<file path="src/rtl/ex_muldiv_pkg.sv">
// Shared encodings and helpers for the RV32M multiply/divide execute unit.
// Helpers work on a wide container; callers zero-extend in and truncate out.
package muldiv_pkg;

    typedef enum logic [2:0] {
        OP_MUL    = 3'b000,
        OP_MULH   = 3'b001,
        OP_MULHSU = 3'b010,
        OP_MULHU  = 3'b011,
        OP_DIV    = 3'b100,
        OP_DIVU   = 3'b101,
        OP_REM    = 3'b110,
        OP_REMU   = 3'b111
    } md_op_e;

    typedef enum logic [1:0] {
        IDLE,
        CALC,
        FIXUP,
        DONE
    } md_state_e;

    localparam int MD_MAXW = 128;

    function automatic logic [MD_MAXW-1:0] md_neg(input logic [MD_MAXW-1:0] v);
        return ~v + MD_MAXW'(1);
    endfunction

    // Magnitude of a twos-complement value whose sign is given by neg.
    function automatic logic [MD_MAXW-1:0] md_abs(input logic [MD_MAXW-1:0] v, input logic neg);
        return neg ? md_neg(v) : v;
    endfunction

endpackage

</file>
<file path="src/rtl/ex_muldiv_if.sv">
// Decode/ctrl <-> multiply/divide unit handshake; signal names follow the unit's port list.
interface ex_muldiv_if #(
    parameter int XLEN   = 32,
    parameter int REG_AW = 5
);
    logic              start_i;
    logic [2:0]        op_i;
    logic [XLEN-1:0]   op1_i;
    logic [XLEN-1:0]   op2_i;
    logic [REG_AW-1:0] reg_w_addr_i;
    logic              flush_i;
    logic              stall_o;
    logic              busy_o;
    logic              done_o;
    logic [XLEN-1:0]   result_o;
    logic              reg_w_ena_o;
    logic [REG_AW-1:0] reg_w_addr_o;

    modport master (
        output start_i, op_i, op1_i, op2_i, reg_w_addr_i, flush_i,
        input  stall_o, busy_o, done_o, result_o, reg_w_ena_o, reg_w_addr_o
    );

    modport slave (
        input  start_i, op_i, op1_i, op2_i, reg_w_addr_i, flush_i,
        output stall_o, busy_o, done_o, result_o, reg_w_ena_o, reg_w_addr_o
    );
endinterface

</file>
<file path="src/rtl/ex_muldiv_iter.sv">
// One STEP-bit iteration of shift-add multiply or restoring divide on a shared adder.
// hi/lo hold {partial product, multiplier} or {partial remainder, dividend/quotient}.
module ex_muldiv_iter #(
    parameter int XLEN = 32,
    parameter int STEP = 1
) (
    input  logic            is_div,
    input  logic [XLEN-1:0] hi_i,
    input  logic [XLEN-1:0] lo_i,
    input  logic [XLEN-1:0] b_i,
    output logic [XLEN-1:0] hi_o,
    output logic [XLEN-1:0] lo_o
);

    logic [XLEN-1:0] hi, lo;
    logic [XLEN:0]   a, addend, sum;
    logic            cin;

    always_comb begin
        hi     = hi_i;
        lo     = lo_i;
        a      = '0;
        addend = '0;
        sum    = '0;
        cin    = 1'b0;
        for (int unsigned i = 0; i < STEP; i++) begin
            // Divide subtracts via inverted addend + carry-in; multiply adds b when the multiplier bit is set.
            if (is_div) begin
                a      = {hi, lo[XLEN-1]};
                addend = ~{1'b0, b_i};
                cin    = 1'b1;
            end else begin
                a      = {1'b0, hi};
                addend = lo[0] ? {1'b0, b_i} : '0;
                cin    = 1'b0;
            end
            sum = a + addend + {{XLEN{1'b0}}, cin};
            if (is_div) begin
                hi = sum[XLEN] ? a[XLEN-1:0] : sum[XLEN-1:0];
                lo = {lo[XLEN-2:0], ~sum[XLEN]};
            end else begin
                hi = sum[XLEN:1];
                lo = {sum[0], lo[XLEN-1:1]};
            end
        end
        hi_o = hi;
        lo_o = lo;
    end

endmodule

</file>
<file path="src/rtl/ex_muldiv.sv">
// Multi-cycle RV32M MUL/MULH*/DIV*/REM* unit: stalls ctrl while iterating, then one write-back pulse.
// Optional EX_MULDIV_REUSE_EN keeps the last divide's quotient/remainder for a matching DIV/REM pair.
module ex_muldiv
    import muldiv_pkg::*;
#(
    parameter int XLEN   = 32,
    parameter int STEP   = 1,
    parameter int REG_AW = 5
) (
    input logic        clk,
    input logic        arst_n,
    ex_muldiv_if.slave bus
);

    localparam int N     = XLEN / STEP;
    localparam int CW    = $clog2(N + 1);
    localparam int PW    = MD_MAXW;
    localparam int PRODW = 2 * XLEN;

    md_state_e         state_q, state_d;
    md_op_e            op_q, op_in;
    logic [XLEN-1:0]   hi_q, lo_q, b_q, result_q, hi_nxt, lo_nxt;
    logic [CW-1:0]     cnt_q;
    logic              nq_q, nr_q;
    logic [REG_AW-1:0] waddr_q;

    logic              s1, s2, n1, n2, is_div, div_zero, div_ovf, special, take, hit;
    logic [XLEN-1:0]   abs1, abs2, spec_res, q_fix, r_fix, fix_res, hit_res;
    logic [PRODW-1:0]  prod;

    assign op_in = md_op_e'(bus.op_i);

    always_comb begin
        s1       = op_in inside {OP_MULH, OP_MULHSU, OP_DIV, OP_REM};
        s2       = op_in inside {OP_MULH, OP_DIV, OP_REM};
        is_div   = op_in[2];
        n1       = s1 & bus.op1_i[XLEN-1];
        n2       = s2 & bus.op2_i[XLEN-1];
        abs1     = XLEN'(md_abs(PW'(bus.op1_i), n1));
        abs2     = XLEN'(md_abs(PW'(bus.op2_i), n2));
        div_zero = is_div & (bus.op2_i == '0);
        div_ovf  = is_div & s2 & (bus.op1_i == {1'b1, {(XLEN-1){1'b0}}}) & (bus.op2_i == '1);
        special  = div_zero | div_ovf;
        if (div_zero) spec_res = op_in[1] ? bus.op1_i : '1;
        else          spec_res = op_in[1] ? '0 : bus.op1_i;
        take     = (state_q == IDLE) & bus.start_i & ~bus.flush_i;
    end

    always_comb begin
        prod    = nq_q ? PRODW'(md_neg(PW'({hi_q, lo_q}))) : {hi_q, lo_q};
        q_fix   = XLEN'(md_abs(PW'(lo_q), nq_q));
        r_fix   = XLEN'(md_abs(PW'(hi_q), nr_q));
        if (op_q[2]) fix_res = op_q[1] ? r_fix : q_fix;
        else         fix_res = (op_q == OP_MUL) ? prod[XLEN-1:0] : prod[PRODW-1:XLEN];
    end

    ex_muldiv_iter #(.XLEN(XLEN), .STEP(STEP)) u_iter (
        .is_div (op_q[2]),
        .hi_i   (hi_q),
        .lo_i   (lo_q),
        .b_i    (b_q),
        .hi_o   (hi_nxt),
        .lo_o   (lo_nxt)
    );

`ifdef EX_MULDIV_REUSE_EN
    logic            cache_v_q, cache_s_q, pend_s_q;
    logic [XLEN-1:0] cache_a_q, cache_b_q, cache_qt_q, cache_rm_q, pend_a_q, pend_b_q;

    assign hit     = cache_v_q & is_div & (bus.op1_i == cache_a_q) & (bus.op2_i == cache_b_q)
                   & (s1 == cache_s_q);
    assign hit_res = op_in[1] ? cache_rm_q : cache_qt_q;

    // Operands are held aside until FIXUP so a flushed divide leaves the cache intact.
    always_ff @(posedge clk or negedge arst_n) begin
        if (!arst_n) begin
            cache_v_q  <= 1'b0;
            cache_s_q  <= 1'b0;
            pend_s_q   <= 1'b0;
            cache_a_q  <= '0;
            cache_b_q  <= '0;
            cache_qt_q <= '0;
            cache_rm_q <= '0;
            pend_a_q   <= '0;
            pend_b_q   <= '0;
        end else if (take) begin
            pend_a_q <= bus.op1_i;
            pend_b_q <= bus.op2_i;
            pend_s_q <= s1;
            if (special) cache_v_q <= 1'b0;
        end else if (state_q == FIXUP && !bus.flush_i) begin
            cache_v_q <= op_q[2];
            if (op_q[2]) begin
                cache_a_q  <= pend_a_q;
                cache_b_q  <= pend_b_q;
                cache_s_q  <= pend_s_q;
                cache_qt_q <= q_fix;
                cache_rm_q <= r_fix;
            end
        end
    end
`else
    assign hit     = 1'b0;
    assign hit_res = '0;
`endif

    always_comb begin
        state_d = state_q;
        case (state_q)
            IDLE:    if (take) state_d = (special || hit) ? DONE : CALC;
            CALC:    if (bus.flush_i) state_d = IDLE;
                     else if (cnt_q == CW'(N - 1)) state_d = FIXUP;
            FIXUP:   state_d = bus.flush_i ? IDLE : DONE;
            DONE:    state_d = IDLE;
            default: state_d = IDLE;
        endcase
    end

    always_ff @(posedge clk or negedge arst_n) begin
        if (!arst_n) state_q <= IDLE;
        else         state_q <= state_d;
    end

    always_ff @(posedge clk or negedge arst_n) begin
        if (!arst_n) begin
            op_q     <= OP_MUL;
            hi_q     <= '0;
            lo_q     <= '0;
            b_q      <= '0;
            cnt_q    <= '0;
            nq_q     <= 1'b0;
            nr_q     <= 1'b0;
            waddr_q  <= '0;
            result_q <= '0;
        end else if (take) begin
            op_q    <= op_in;
            hi_q    <= '0;
            lo_q    <= abs1;
            b_q     <= abs2;
            cnt_q   <= '0;
            nq_q    <= n1 ^ n2;
            nr_q    <= n1;
            waddr_q <= bus.reg_w_addr_i;
            if (special)  result_q <= spec_res;
            else if (hit) result_q <= hit_res;
        end else if (state_q == CALC) begin
            hi_q  <= hi_nxt;
            lo_q  <= lo_nxt;
            cnt_q <= cnt_q + CW'(1);
        end else if (state_q == FIXUP && !bus.flush_i) begin
            result_q <= fix_res;
        end
    end

    assign bus.busy_o       = (state_q != IDLE);
    assign bus.done_o       = (state_q == DONE);
    assign bus.reg_w_ena_o  = (state_q == DONE);
    assign bus.stall_o      = take | (state_q == CALC) | (state_q == FIXUP);
    assign bus.result_o     = result_q;
    assign bus.reg_w_addr_o = waddr_q;

endmodule

</file>
<file path="src/flat_wrapper.sv">
// flat-port wrapper written by rule: the top's interface ports become plain ports
module ex_muldiv_flat import muldiv_pkg::*;
#(
    parameter int XLEN   = 32,
    parameter int STEP   = 1,
    parameter int REG_AW = 5
)
  (clk, arst_n, bus_start_i, bus_op_i, bus_op1_i, bus_op2_i, bus_reg_w_addr_i, bus_flush_i, bus_stall_o, bus_busy_o, bus_done_o, bus_result_o, bus_reg_w_ena_o, bus_reg_w_addr_o);
  ex_muldiv_if #(.XLEN(XLEN), .REG_AW(REG_AW)) bus_i ();
  input logic clk;
  input logic arst_n;
  input wire logic [$bits(bus_i.start_i)-1:0] bus_start_i;
  input wire logic [$bits(bus_i.op_i)-1:0] bus_op_i;
  input wire logic [$bits(bus_i.op1_i)-1:0] bus_op1_i;
  input wire logic [$bits(bus_i.op2_i)-1:0] bus_op2_i;
  input wire logic [$bits(bus_i.reg_w_addr_i)-1:0] bus_reg_w_addr_i;
  input wire logic [$bits(bus_i.flush_i)-1:0] bus_flush_i;
  output wire logic [$bits(bus_i.stall_o)-1:0] bus_stall_o;
  output wire logic [$bits(bus_i.busy_o)-1:0] bus_busy_o;
  output wire logic [$bits(bus_i.done_o)-1:0] bus_done_o;
  output wire logic [$bits(bus_i.result_o)-1:0] bus_result_o;
  output wire logic [$bits(bus_i.reg_w_ena_o)-1:0] bus_reg_w_ena_o;
  output wire logic [$bits(bus_i.reg_w_addr_o)-1:0] bus_reg_w_addr_o;
  assign bus_i.start_i = bus_start_i;
  assign bus_i.op_i = bus_op_i;
  assign bus_i.op1_i = bus_op1_i;
  assign bus_i.op2_i = bus_op2_i;
  assign bus_i.reg_w_addr_i = bus_reg_w_addr_i;
  assign bus_i.flush_i = bus_flush_i;
  assign bus_stall_o = bus_i.stall_o;
  assign bus_busy_o = bus_i.busy_o;
  assign bus_done_o = bus_i.done_o;
  assign bus_result_o = bus_i.result_o;
  assign bus_reg_w_ena_o = bus_i.reg_w_ena_o;
  assign bus_reg_w_addr_o = bus_i.reg_w_addr_o;
  ex_muldiv #(.XLEN(XLEN), .STEP(STEP), .REG_AW(REG_AW)) u_core (.clk(clk), .arst_n(arst_n), .bus(bus_i));
endmodule
</file>
<file path="config.mk">
export PLATFORM = sky130hd
export DESIGN_NAME = ex_muldiv_flat
export DESIGN_NICKNAME = d
export VERILOG_FILES = /design/src/rtl/ex_muldiv_pkg.sv /design/src/rtl/ex_muldiv_if.sv /design/src/rtl/ex_muldiv_iter.sv /design/src/rtl/ex_muldiv.sv /design/src/flat_wrapper.sv
export SDC_FILE = /design/constraint.sdc
export NUM_CORES = 1
export LEC_CHECK = 0
export CAP_MARGIN = 0
export CORE_UTILIZATION = 35
export CTS_CLUSTER_SIZE = 20
export DETAILED_ROUTE_END_ITERATION = 7
export PLACE_DENSITY = 0.56
export REMOVE_ABC_BUFFERS = 1
export SLEW_MARGIN = 20
export SYNTH_ARGS = -nofsm -noshare
export SYNTH_HDL_FRONTEND = slang
export SYNTH_SLANG_ARGS = --single-unit
</file>
<file path="constraint.sdc">
create_clock -name clk -period 4.8 [get_ports clk]
set_clock_uncertainty 0.15 [all_clocks]
set_input_delay 0.96 -clock clk [delete_from_list [all_inputs] [get_ports clk]]
set_output_delay 0.96 -clock clk [all_outputs]
set_load 0.01 [all_outputs]
</file>
==> impl_results.md <==
* Maximum vdd ir drop at 240 uV
* Leading cell types in the layout, fill and taps excluded: 247 x nand2_1, 232 x o21ai_0, 144 x dfrtp_1
* Starting density of the core at 35.4%
* Post-synth EDFFs at 0
* Kind of launch point of the worst setup path: flop
* Length of the first detailed-routing pass in iterations at 5
* Fillcell total at between 3,000 and 4,000
* Setup TNS at 0 ns
* Sequential-to-total area share from yosys stat at a little over a quarter
* Post-detailed-route DRC marker count at 0
* Non-filler cells, final at 2,345
* Io pins at ~120
* Clock buffers created by TritonCTS at 17
* Layout overhead on the synthesized area at 16.7%
* Number of cells produced by synthesis at 1,773
* Core Rows at 72
* Global-route wire length before repair at 70.9 mm
* Via count of the first global-routing pass at 12,600
* Routed via count at 13,300
* Mean Syn Cell Area at between 7 and 8 um2
* Share of synthesized registers carrying an async set or reset at 100%
* Worst-margin pin slew at 1.08 ns
* Post-synthesis instance area at 13,700 um2
* Power density over cell area at 493 nW/um2
* Setup violations, final at 0
* Overall track demand over capacity in global routing at 22.9%
* Required time reported for the critical path endpoint at 4.97 ns
* Yosys warns at 0
* Horizontal extent of the die at 200 um
* Post-CTS Hold Buffers at 0
* Final weighted congestion in routability-driven placement at around 0.9
* Post-route clock period utilization at 91.9%
* Number of gates given a new drive strength after cts at 0
* Worst Path Class, Setup: flop to flop
* Fin. max-slew vios at 0
* Unique masters post-synth at 80
* Number of nets in the layout at 1,930
* Detailed-placement wirelength estimate at 32.9 mm
* Height of the die at between 150 and 200 um
* Die ar. at 39,900 um2
* Drt total wl at 44.8 mm
* Global route total overflow at 0
* Proportion of layout cells with a drive suffix above 1 at 8.21%
* Worst setup margin at 0.388 ns
* Number of synthesized register bits at between 100 and 150
* Detail-routed via count per cell at 5.67
* Longest Clk Path Bufs at 2
* Outcome: complete, no violations
* Final antenna-violating net count at 0
* CTS root buf: clkbuf_16
* Final worst path period need at 4.41 ns
* Clock Sinks at around 150
* Clock tree from TritonCTS: done
* Critical path fanouts, max at 22
* Fmax achieved at 0.227 GHz
* Core ar. at 38,600 um2
* Hold Vio Cnt, Final at 0
* Number of antenna violations at the first check in global routing at 1
* Critical Path AT at roughly 4.6 ns
* Leading register cell type out of synthesis: dfrtp_1
* Antenna diode count at 0
* Unrepaired setup endpoints after global routing: no
* Slew margin rel. at 28.0%
* Lkg Pwr at 6.28 nW
* Path category of the worst min-delay check: flop to flop
* Leading cell type in the layout, fill and taps excluded: nand2_1
* Post-Place Setup Slack at roughly 0.34 ns
* Post-DR wirelength/cell at 19.1 um
* Placed cell count at 2,313
* Pin count of the biggest net entering global routing at 85
* Number of max-cap violations at 0
* Port Buffers at around 120
* Setup Buffers After CTS at 0
* Critical Path End Type: flop
* Clock transition at path regs at about 0.060 ns
* Initial drt markers at between 900 and 1,000
* Latest clock arrival within the worst-skew pair at approximately 0.46 ns
* Number of H-tree levels at 4
[registers in the layout (all words and copies together), names as in the netlist]
signal                   cells
u_core.nr_q                  1
u_core.b_q                  32
u_core.op_q                  3
u_core.lo_q                 32
u_core.state_q               2
u_core.cnt_q                 6
u_core.bus.result_o         32
u_core.bus.reg_w_addr_o      5
u_core.nq_q                  1
u_core.hi_q                 32
[through the flow]
step                cell area, um2  total power, mW  util (%)  hold slack (ns)
floorplan                    13100             5.02         -            0.316
global placement             15400             6.35      39.8            0.311
detailed placement           15400             6.38      39.8            0.315
CTS                          16000             7.85      41.4            0.332
global route                 16000             8.46      41.4            0.352
finish                       16000             7.88      41.4            0.327
[area by class of cell]
cell class | count | area (um2) | share of cell area [%]
timing repair buffer | 164 | 1550 | 9.68
clock buffer | 23 | 488 | 3.05
multi-input combinational | 1455 | 9410 | 58.8
clock inverter | 9 | 128 | 0.798
sequential | 146 | 3660 | 22.9
inverter | 30 | 113 | 0.704
tap | 518 | 648 | 4.05
[critical path, stage by stage, from the launching register on]
cell      delay (ns)
dfrtp_4         0.60
nand2_1         0.09
o21ai_0         0.18
fa_1            0.50
fa_1            0.45
a211oi_1        0.27
o21ai_0         0.16
or3_1           0.39
a31o_2          0.26
a21bo_2         0.27
xor2_1          0.27
clkinv_1        0.31
mux2i_1         0.23
o221ai_1        0.13
[layer usage]
layer / GRT usage (%) / vias up / part of all wire (%)
met2: 35.9 / 404 / 45
met4: 8.28 / 2 / 2.7
met1: 31.7 / 6310 / 47
met5: 0 / - / 0.027
li1: - / 6500 / -
met3: 3.46 / 69 / 5.2
[cell usage after synthesis (9+ instances only)]
master	n	share of area, %
xor2_1	99	6.3
nand2b_1	14	0.64
a22oi_1	26	1.4
buf_2	12	0.44
a221oi_1	9	0.58
inv_1	28	0.77
maj3_1	26	1.9
o31ai_1	28	1.5
buf_1	15	0.41
clkbuf_1	112	3.1
nor4_1	13	0.59
or3_1	19	0.87
o22ai_1	10	0.46
nand2_1	247	6.8
xnor2_1	74	4.7
or4_1	12	0.66
a31oi_1	13	0.59
ha_1	38	3.5
a211oi_1	18	0.99
mux2i_1	64	4.7
dfrtp_1	146	27
nand3_1	32	1.2
o211ai_1	41	2.2
nand4_1	21	0.96
nor3_1	28	1.0
mux2_2	34	2.8
a21o_1	12	0.66
o21ai_0	232	8.5
nor2_1	110	3.0
nor2b_1	9	0.41
a21oi_1	108	3.9
o221ai_1	9	0.58
o41ai_1	14	0.90
[cell families (layout without fill, tap and decap cells)]
group / Yosys count / in the layout / synth area share, %
adder cells (fa/ha/maj): 66 / 66 / 5.66
flip-flops: 146 / 146 / 26.7
AO/OA/AOI/OAI: 562 / 562 / 25.0
multiplexers: 98 / 98 / 7.47
XOR/XNOR: 173 / 173 / 11.1
AND/OR/NAND/NOR: 556 / 556 / 19.2
buffers and inverters: 172 / 226 / 4.96
[path summary, 6_finish.rpt]
check | start | cells after the start | slack, ns | to
max reg2reg | u_core.op_q[2] | 13 | 0.39 | u_core.hi_q[30]
max | u_core.op_q[2] | 13 | 0.39 | u_core.hi_q[30]
min | u_core.bus.reg_w_addr_o[1] | 2 | 0.33 | u_core.bus.reg_w_addr_o[1]
max in group asynchronous | arst_n | 2 | 3.12 | u_core.lo_q[9]
min reg2reg | u_core.bus.reg_w_addr_o[1] | 2 | 0.33 | u_core.bus.reg_w_addr_o[1]
min in group asynchronous | arst_n | 1 | 0.37 | u_core.b_q[1]
[power by group]
part	internal, mW	switching (mW)
Clock	0.870	0.573
Sequential	1.54	0.621
Combinational	1.80	2.48
Total	4.20	3.68
No activity file was read; power rests on OpenSTA's default activity.
